<file path="config.mk">
export PLATFORM = sky130hd
export DESIGN_NAME = float_mul_seq
export DESIGN_NICKNAME = d
export VERILOG_FILES = /design/src/rtl/float_pkg.sv /design/src/rtl/mant_mul_seq.sv /design/src/rtl/float_mul_seq.sv
export SDC_FILE = /design/constraint.sdc
export NUM_CORES = 1
export LEC_CHECK = 0
export CORE_UTILIZATION = 51
export CTS_BUF_LIST = sky130_fd_sc_hd__clkbuf_16
export CTS_CLUSTER_SIZE = 25
export DETAILED_ROUTE_END_ITERATION = 10
export PLACE_DENSITY = 0.77
export RECOVER_POWER = 100
export SYNTH_ARGS = -nofsm -noshare
export SYNTH_HDL_FRONTEND = slang
export SYNTH_SLANG_ARGS = --single-unit
</file>
<file path="constraint.sdc">
create_clock -name clk -period 4.7 [get_ports clk]
set_input_delay 0.94 -clock clk [delete_from_list [all_inputs] [get_ports clk]]
set_output_delay 0.94 -clock clk [all_outputs]
set_load 0.05 [all_outputs]
</file>
<file path="src/rtl/float_pkg.sv">
// Shared types and format helpers for the sequential floating-point multiplier.
// Widths are passed explicitly so one package serves every EXP_W/MAN_W instance.
package float_pkg;

    typedef enum logic [1:0] {
        ST_IDLE,
        ST_MUL,
        ST_NORM,
        ST_DONE
    } state_t;

    localparam int unsigned FLAG_INVALID   = 3;
    localparam int unsigned FLAG_OVERFLOW  = 2;
    localparam int unsigned FLAG_UNDERFLOW = 1;
    localparam int unsigned FLAG_INEXACT   = 0;

    function automatic int unsigned bias_of(input int unsigned exp_w);
        return (32'd1 << (exp_w - 1)) - 32'd1;
    endfunction

    function automatic int unsigned emax_of(input int unsigned exp_w);
        return (32'd1 << exp_w) - 32'd1;
    endfunction

    // Encodings are right-aligned in 32 bits; callers truncate to their width.
    function automatic logic [31:0] nan_enc(input int unsigned exp_w, input int unsigned man_w);
        return (emax_of(exp_w) << man_w) | (32'd1 << (man_w - 1));
    endfunction

    function automatic logic [31:0] inf_enc(input int unsigned exp_w, input int unsigned man_w,
                                            input logic sign);
        return ({31'd0, sign} << (exp_w + man_w)) | (emax_of(exp_w) << man_w);
    endfunction

endpackage

</file>
<file path="src/rtl/mant_mul_seq.sv">
// Radix-2 shift-add significand multiplier: one multiplier bit per cycle after a load cycle.
// done is high during the cycle whose rising edge performs the last iteration.
module mant_mul_seq
    import float_pkg::*;
#(
    parameter int unsigned N = 11
) (
    input  logic           clk,
    input  logic           rst,
    input  logic           start,
    input  logic [N-1:0]   x,
    input  logic [N-1:0]   y,
    output logic           busy,
    output logic           done,
    output logic [2*N-1:0] prod
);

    localparam int unsigned CW = $clog2(N + 1);

    logic [CW-1:0]  cnt_q;
    logic           busy_q;
    logic [N-1:0]   mcand_q;
    logic [2*N-1:0] acc_q;
    logic [N:0]     sum;

    // Upper half accumulates the multiplicand; the multiplier shifts out of the lower half.
    always_comb begin
        sum = {1'b0, acc_q[2*N-1:N]} + (acc_q[0] ? {1'b0, mcand_q} : '0);
    end

    always_ff @(posedge clk) begin
        if (rst) begin
            cnt_q   <= '0;
            busy_q  <= 1'b0;
            mcand_q <= '0;
            acc_q   <= '0;
        end else if (start && !busy_q) begin
            cnt_q   <= '0;
            busy_q  <= 1'b1;
            mcand_q <= x;
            acc_q   <= {{N{1'b0}}, y};
        end else if (busy_q) begin
            acc_q <= {sum, acc_q[N-1:1]};
            cnt_q <= cnt_q + CW'(1);
            if (cnt_q == CW'(N - 1)) begin
                busy_q <= 1'b0;
            end
        end
    end

    assign busy = busy_q;
    assign done = busy_q && (cnt_q == CW'(N - 1));
    assign prod = acc_q;

endmodule

</file>
<file path="src/rtl/float_mul_seq.sv">
// Sequential IEEE-style floating-point multiplier with valid/ready handshakes,
// round-to-nearest-even, denormal flush and full special-case handling.
module float_mul_seq
    import float_pkg::*;
#(
    parameter int unsigned EXP_W = 5,
    parameter int unsigned MAN_W = 10
) (
    input  logic                   clk,
    input  logic                   rst,
    input  logic                   in_valid,
    output logic                   in_ready,
    input  logic [EXP_W+MAN_W:0]   a,
    input  logic [EXP_W+MAN_W:0]   b,
    output logic                   out_valid,
    input  logic                   out_ready,
    output logic [EXP_W+MAN_W:0]   result,
    output logic [3:0]             flags
);

    localparam int unsigned W    = 1 + EXP_W + MAN_W;
    localparam int unsigned N    = MAN_W + 1;
    localparam int unsigned EW2  = EXP_W + 2;
    localparam int unsigned BIAS = bias_of(EXP_W);
    localparam int unsigned EMAX = emax_of(EXP_W);
    localparam logic [W-1:0] NAN_ENC = W'(nan_enc(EXP_W, MAN_W));
    localparam logic [W-1:0] INF_ENC = W'(inf_enc(EXP_W, MAN_W, 1'b0));

    state_t state_q, state_d;

    logic [W-1:0]     a_q, b_q;
    logic [W-1:0]     res_q, res_d;
    logic [3:0]       flags_q, flags_d;
    logic             accept;

    logic             mul_start, mul_busy, mul_done;
    logic [2*N-1:0]   prod;

    logic             sa, sb, sign;
    logic [EXP_W-1:0] ea, eb;
    logic [MAN_W-1:0] ma, mb;
    logic             a_zero, b_zero, a_inf, b_inf, a_nan, b_nan, snan, inf_zero;

    logic             prod_hi;
    logic [2*N-2:0]   norm;
    logic [MAN_W-1:0] man;
    logic             guard, sticky, round_up;
    logic [MAN_W:0]   man_rnd;
    logic [EW2-1:0]   e_fin;
    logic             under, over;

    assign in_ready  = (state_q == ST_IDLE);
    assign accept    = in_valid && in_ready;
    assign out_valid = (state_q == ST_DONE);
    assign result    = res_q;
    assign flags     = flags_q;

    // The multiplier loads from the registered operands in the first MUL cycle.
    assign mul_start = (state_q == ST_MUL) && !mul_busy;

    mant_mul_seq #(.N(N)) u_mant_mul (
        .clk   (clk),
        .rst   (rst),
        .start (mul_start),
        .x     ({1'b1, ma}),
        .y     ({1'b1, mb}),
        .busy  (mul_busy),
        .done  (mul_done),
        .prod  (prod)
    );

    always_ff @(posedge clk) begin
        if (rst) begin
            state_q <= ST_IDLE;
        end else begin
            state_q <= state_d;
        end
    end

    always_comb begin
        state_d = state_q;
        case (state_q)
            ST_IDLE: if (accept)    state_d = ST_MUL;
            ST_MUL:  if (mul_done)  state_d = ST_NORM;
            ST_NORM:                state_d = ST_DONE;
            ST_DONE: if (out_ready) state_d = ST_IDLE;
            default:                state_d = ST_IDLE;
        endcase
    end

    always_comb begin
        sa = a_q[W-1];
        sb = b_q[W-1];
        ea = a_q[W-2 -: EXP_W];
        eb = b_q[W-2 -: EXP_W];
        ma = a_q[MAN_W-1:0];
        mb = b_q[MAN_W-1:0];
        sign     = sa ^ sb;
        a_zero   = (ea == '0);
        b_zero   = (eb == '0);
        a_inf    = (ea == '1) && (ma == '0);
        b_inf    = (eb == '1) && (mb == '0);
        a_nan    = (ea == '1) && (ma != '0);
        b_nan    = (eb == '1) && (mb != '0);
        snan     = (a_nan && !ma[MAN_W-1]) || (b_nan && !mb[MAN_W-1]);
        inf_zero = (a_inf && b_zero) || (b_inf && a_zero);
    end

    // Product lies in [1,4); left-align so the hidden bit is always dropped at the top.
    always_comb begin
        prod_hi  = prod[2*N-1];
        norm     = prod_hi ? prod[2*N-2:0] : {prod[2*N-3:0], 1'b0};
        man      = norm[2*N-2 -: MAN_W];
        guard    = norm[MAN_W];
        sticky   = |norm[MAN_W-1:0];
        round_up = guard && (sticky || man[0]);
        man_rnd  = {1'b0, man} + (MAN_W + 1)'(round_up);
        e_fin    = {2'b00, ea} + {2'b00, eb} - EW2'(BIAS)
                 + EW2'(prod_hi) + EW2'(man_rnd[MAN_W]);
        under    = e_fin[EW2-1] || (e_fin == '0);
        over     = !e_fin[EW2-1] && (e_fin >= EW2'(EMAX));
    end

    always_comb begin
        res_d   = '0;
        flags_d = '0;
        if (a_nan || b_nan || inf_zero) begin
            res_d                 = NAN_ENC;
            flags_d[FLAG_INVALID] = inf_zero || snan;
        end else if (a_inf || b_inf) begin
            res_d = {sign, INF_ENC[W-2:0]};
        end else if (a_zero || b_zero) begin
            res_d = {sign, {(W-1){1'b0}}};
        end else if (under) begin
            res_d                   = {sign, {(W-1){1'b0}}};
            flags_d[FLAG_UNDERFLOW] = 1'b1;
            flags_d[FLAG_INEXACT]   = 1'b1;
        end else if (over) begin
            res_d                  = {sign, INF_ENC[W-2:0]};
            flags_d[FLAG_OVERFLOW] = 1'b1;
            flags_d[FLAG_INEXACT]  = 1'b1;
        end else begin
            res_d                 = {sign, e_fin[EXP_W-1:0], man_rnd[MAN_W-1:0]};
            flags_d[FLAG_INEXACT] = guard || sticky;
        end
    end

    // Output registers are only non-zero while in DONE.
    always_ff @(posedge clk) begin
        if (rst) begin
            a_q     <= '0;
            b_q     <= '0;
            res_q   <= '0;
            flags_q <= '0;
        end else begin
            if (accept) begin
                a_q <= a;
                b_q <= b;
            end
            if (state_q == ST_NORM) begin
                res_q   <= res_d;
                flags_q <= flags_d;
            end else if ((state_q == ST_DONE) && out_ready) begin
                res_q   <= '0;
                flags_q <= '0;
            end
        end
    end

endmodule

</file>
* Word level (Yosys, flattened, before mapping) *
Index checks and enable logic that the tools add are counted.

word-level totals
  bits in registers = 92
  output and inout bits = 22
  word-level logic and storage cells = 99

cells by class
  add/sub/neg operators = 7
  order comparisons = 1
  eq/ne operators = 9
  mux-type cells = 29
  bitwise operators = 1
  reductions and logical operators = 42

operator list
  kind                                                                                 count
  15-bit 2-to-1 mux                                                                    4
  16-bit 2-to-1 mux                                                                    3
  11-bit 2-to-1 mux                                                                    3
  21-bit 2-to-1 mux                                                                    1
  10-bit logical NOT                                                                   2
  10-bit nonzero test                                                                  2
  1-bit logical AND                                                                    15
  7-bit by 1-bit adder with 7-bit output                                               2
  11-bit by 11-bit adder with 12-bit output                                            1
  10-bit by 1-bit adder with 11-bit output                                             1
  5-bit equality test, second input constant                                           2
  5-bit logical NOT                                                                    2
  1-bit logical OR                                                                     10
  10-bit OR reduction                                                                  1
  1-bit 2-to-1 mux                                                                     9
  3-bit 2-to-1 mux                                                                     3
  4-bit 2-to-1 mux                                                                     2
  2-bit one-hot mux with 4 select lines                                                1
  7-bit by 5-bit greater-or-equal comparator with 1-bit output, second input constant  1
  7-bit logical NOT                                                                    1
  6-bit by 4-bit subtractor with 7-bit output, second input constant                   1
  5-bit by 5-bit adder with 6-bit output                                               1
  2-bit 2-to-1 mux                                                                     3
  4-bit by 1-bit adder with 4-bit output, second input constant                        1
  11 further kinds                                                                     17

* Depth between registers and ports, before layout *
Gate-level depths: netlist (run 1).

  depth after elaboration = 14
  gate-level depth with buffers = 21
  gate-level depth less buffers = 16

* Modules after synthesis *
From an unflattened synthesis (run 1), not the netlist that was laid out.

unflattened totals
  cell total of the unflattened synthesis = 615
  area total of the unflattened synthesis = 4994.8 sq um

modules (own cells, without submodules)
  module         instances  cells each  area an instance (sq um)  sequential area each (sq um)
  float_mul_seq  1          373         2952.8                    1081.0
  mant_mul_seq   1          242         2042.0                    760.7

* Worst setup path after synthesis (run 1) *
OpenSTA, ideal clock, no wires.

  path type = reg-to-reg
  from = register u_mant_mul.acc_q[21] (netlist: u_mant_mul.prod[21])
  to = register res_q[0] (netlist: result[0])
  library setup time = 0.117 ns
  data arrival time = 4.537 ns
  slack = 0.045 ns
  cell stages (with the launch flop) = 20
  path through = dfxtp_1 buf_2 clkbuf_1 buf_1 nand2_1 a21boi_0 ha_1 nand3_1 a2111oi_2 nand4_1 ha_1 fa_1 inv_1 fa_1 xnor2_1 or3b_2 o31a_4 and4_4 buf_6 a32o_1

on the way
  cells in the longest elaborated chain, start to end = 14

RTL lines
  item                                                                                               line                  source
  start, declared                                                                                    mant_mul_seq.sv:23    logic [2*N-1:0] acc_q;
  start signal, assigned                                                                             mant_mul_seq.sv:41    acc_q <= {{N{1'b0}}, y};
  start signal, assigned                                                                             mant_mul_seq.sv:43    acc_q <= {sum, acc_q[N-1:1]};
  21-bit 2-to-1 mux                                                                                  float_mul_seq.sv:112  norm = prod_hi ? prod[2*N-2:0] : {prod[2*N-3:0], 1'b0};
  10-bit OR reduction                                                                                float_mul_seq.sv:115  sticky = |norm[MAN_W-1:0];
  1-bit logical OR                                                                                   float_mul_seq.sv:116  round_up = guard && (sticky || man[0]);
  1-bit logical AND                                                                                  float_mul_seq.sv:116
  10-bit by 1-bit adder with 11-bit output                                                           float_mul_seq.sv:117  man_rnd = {1'b0, man} + (MAN_W + 1)'(round_up);
  7-bit by 1-bit adder with 7-bit output                                                             float_mul_seq.sv:119  + EW2'(prod_hi) + EW2'(man_rnd[MAN_W]);
  7-bit by 5-bit greater-or-equal comparator with 1-bit output or 1-bit logical NOT (tied branches)  float_mul_seq.sv:121  over = !e_fin[EW2-1] && (e_fin >= EW2'(EMAX));
  1-bit logical AND                                                                                  float_mul_seq.sv:121
  15-bit 2-to-1 mux                                                                                  float_mul_seq.sv:138  end else if (over) begin
  15-bit 2-to-1 mux *                                                                                float_mul_seq.sv:134  end else if (under) begin
  15-bit 2-to-1 mux *                                                                                float_mul_seq.sv:132  end else if (a_zero || b_zero) begin
  15-bit 2-to-1 mux *                                                                                float_mul_seq.sv:130  end else if (a_inf || b_inf) begin
  16-bit 2-to-1 mux *                                                                                float_mul_seq.sv:127  if (a_nan || b_nan || inf_zero) begin
  16-bit 2-to-1 mux *                                                                                float_mul_seq.sv:160  if (state_q == ST_NORM) begin
  end signal, assigned                                                                               float_mul_seq.sv:161  res_q <= res_d;
  end, declared                                                                                      float_mul_seq.sv:32   logic [W-1:0] res_q, res_d;

Every way passes the cells marked *; elsewhere a longest branch is shown, timed or not.
A chain may end at the register's enable or synchronous reset.

* Worst setup path in the final report (run 1) *
  from = register u_mant_mul.acc_q[21] (netlist: u_mant_mul.prod[21])
  to = register res_q[8] (netlist: result[8])

The elaborated chain is that of the path after synthesis.

==> results_dict.tcl, run 1 <==
set metrics [dict create \
    outcome "complete, but fails checks" \
    violations "capacitance limit, slew limit" \
    htree_num_levels 3 \
    slew_headroom_pct -0.101 \
    avgViaCountPerCell 5.66 \
    cts_buffers 9 \
    avgSynthCellArea_um2 8.04 \
    crit_path_start_kind "register" \
    crit_fanout 13 \
    worst_skew_pair.late_latency_ns 0.34 \
    clockBufferDepth 2 \
    post-dp-hpwl_mm 8.34 \
    dp_cells 761 \
    clockPowerShare_pct 29.7 \
    hold_viol 0 \
    p_seq_share_pct 36.6 \
    ys_types 64 \
    cts_setup_buffers 0 \
    start_util_pct 52.6 \
    worst_slack_ns 0.351 \
    fin_crit_ns 4.35 \
    drv_cap 1 \
    die_w_um 99.6 \
    async_flop_share_pct 0 \
    yosysWarnings 0 \
    grt_max_degree 61 \
    p_total_mw 2.69 \
    slew_violations 33 \
    antenna_found_initial 0 \
    setup-tns-final_ns 0 \
    portBuffers 57 \
    num_vias 4390 \
    p_sw_share_pct 35.6 \
    drt_iter0_drc 237 \
    arrival_ns 4.57 \
    cts_tree "built" \
    grt_pass1_wl_mm 19.3 \
    gp_congestion 0.898 \
    rows 35 \
    die_area_um2 9920 \
    stdcell_count 776 \
    placed_area_um2 5480 \
    worst_ir_drop_vdd_v 0.000314 \
    wl_mm 11.4 \
    diodes 0 \
    final_common_cell "nand2_1" \
    p_int_mw 1.73 \
    max_freq_ghz 0.230 \
    cts_sinks 92 \
    synth_edf_count 0 \
    whs_ns 0.451 \
    synth_flop_cell "dfxtp_1" \
    setup_viol_count_final 0 \
    skew_ns 0.00873 \
    p_per_area_nw_per_um2 461 \
    rsz0062_at_grt "no" \
    p_sw_uw 956 \
    synth_nets 670 \
    fin_nets 709 \
    postLayoutCoreUtil_pct 63.1 \
    critPathCaptureType "register" \
    grt.total_usage_pct 24.4 \
    ctsRootBufferMaster "clkbuf_16" \
    critPathRequiredTime_ns 4.93 \
    drive_above_1_share_pct 4.79 \
    core_area_um2 9240 \
    hold_path_class "register to register" \
    die_height_um 99.6 \
    area_delta_synth_final_pct 20.1 \
    final_cell_mix "nand2_1 (123), dfxtp_1 (92), a21oi_1 (72), nor2_1 (53), clkdlybuf4s50_1 (33)" \
    dr.pass1.iters 5 \
    ys_seq_elements 92 \
    routedWlPerCell_um 14.7 \
    grt_pass1_vias 4154 \
    worst_slew_pin_slew_ns 1.50 \
    synth_area_um2 4860 \
    ant_nets 0 \
    worstSetupPathType "register to register" \
    stdcell_area_um2 5830 \
    comb_power_share_pct 33.7 \
    pre_cts_ws_ns 0.237 \
    synthCells 604 \
    drc 0 \
    io_pins 58 \
    cts.clk_slew.worst_paths_ns 0.06 \
    power.leakage_nw 2.33 \
    synth_seq_area_share_pct 37.9 \
    post-route-period-util_pct 92.5 \
    globalRouteOverflowTotal 0 \
]
==> kinds of logic (layout without fill, tap and decap cells) <==
family | Yosys count | count (layout) | synth area share [%]
AO/OA/AOI/OAI | 143 | 143 | 19.5
XOR/XNOR | 18 | 18 | 3.25
multiplexers | 16 | 16 | 3.32
adder cells (fa/ha/maj) | 30 | 30 | 8.19
flip-flops | 92 | 92 | 37.9
buffers and inverters | 57 | 100 | 4.64
AND/OR/NAND/NOR | 248 | 248 | 23.2
==> timing repair <==
item	in CTS	in global routing
endpoints found under the hold margin	0	0
endpoints found under the setup margin	0	15
gates resized for setup	0	3
hold buffers	0	0
==> per-layer routing <==
layer | track usage (%) | wire length [µm] | up-vias
li1 | - | - | 2185
met1 | 31.2 | 5240 | 2070
met2 | 40.6 | 5420 | 106
met3 | 3.09 | 394 | 29
met4 | 12.2 | 331 | 0
met5 | 0 | 0 | -
==> critical path, cell delays in order (launching register included) <==
cell and delay, ns:
dfxtp_1 0.43, buf_4 0.23, mux2_2 0.19, ha_1 0.25, nand3_1 0.15, a2111oi_4 0.40, nand4_1 0.17, ha_1 0.32
fa_1 0.19, inv_1 0.07, fa_1 0.40, a211oi_1 0.23, nor2_1 0.13, xor2_1 0.17, or3_1 0.43, and4_4 0.25
a32o_1 0.22
==> layout make-up <==
class	count	area, µm²
clock inverters	6	105
repair buffers	62	603
flip-flops and latches	92	1840
inverters	23	86.3
well taps	129	161
fillers	822	3410
clock buffers	9	225
multi-input cells	455	2810
==> power by group through the flow <==
stage	Clock, mW	Sequential, mW	Combinational [mW]
after floorplan	0	0.982	0.695
after global placement	0	0.994	0.872
after detailed placement	0	0.999	0.898
after CTS	0.811	0.983	0.903
after global routing	0.846	1.00	1.01
final	0.800	0.985	0.906
==> cell usage after synthesis (all sizes together), types with 7 or more instances <==
| library cell | number | area [µm²] |
|---|---|---|
| nand2 | 123 | 462 |
| dfxtp | 92 | 1840 |
| a21oi | 72 | 360 |
| nor2 | 53 | 199 |
| clkbuf | 28 | 106 |
| ha | 27 | 338 |
| inv | 22 | 82.6 |
| mux2i | 15 | 150 |
| o21ai | 14 | 70.1 |
| and2 | 12 | 75.1 |
| nor3 | 10 | 55.1 |
| xnor2 | 9 | 78.8 |
| xor2 | 9 | 78.8 |
| a211oi | 8 | 72.6 |
| nand3 | 8 | 40.0 |
| nand4 | 8 | 50.1 |
| nor2b | 8 | 50.1 |
| or4 | 7 | 52.6 |
==> worst paths after layout <==
kind | depth (start not counted) | to | start | slack [ns]
worst min-delay path | 2 | u_mant_mul.mcand_q[3] | u_mant_mul.mcand_q[3] | 0.45
worst max register to register | 16 | result[8] | u_mant_mul.prod[21] | 0.35
worst min register to register | 2 | u_mant_mul.mcand_q[3] | u_mant_mul.mcand_q[3] | 0.45
worst max-delay path | 16 | result[8] | u_mant_mul.prod[21] | 0.35
==> state kept, by name, indices dropped and copies added (netlist names) <==
signal,flops
u_mant_mul.prod,22
flags,4
u_mant_mul.cnt_q,4
u_mant_mul.busy,1
result,16
u_mant_mul.mcand_q,11
b_q,16
state_q,2
a_q,16
No activity file was read; power rests on OpenSTA's default activity.
==> inputs of run 2 (changes only) <==
==> constraint.sdc (replaced) <==
create_clock -name clk -period 4.7 [get_ports clk]
set_input_delay 0.94 -clock clk [delete_from_list [all_inputs] [get_ports clk]]
set_output_delay 0.94 -clock clk [all_outputs]
set_load 0.005 [all_outputs]
==> results of run 2 <==
The final DEF is identical to that of run 1. Status: complete, but fails checks: capacitance limit, slew limit.
Main changes from that run: total power 2.69 mW -> 2.65 mW; worst IR drop on VDD 0.000314 V -> 0.000310 V
==> inputs of run 3 (changes only) <==
--- a/config.mk
+++ b/config.mk
@@ -14,3 +14,4 @@
 export SYNTH_ARGS = -nofsm -noshare
 export SYNTH_HDL_FRONTEND = slang
 export SYNTH_SLANG_ARGS = --single-unit
+export TNS_END_PERCENT = 20
==> results of run 3 <==
The final DEF is identical to that of run 1. Status: complete, but fails checks: capacitance limit, slew limit.
Main changes from that run: total power 2.69 mW -> 2.65 mW; worst IR drop on VDD 0.000314 V -> 0.000310 V
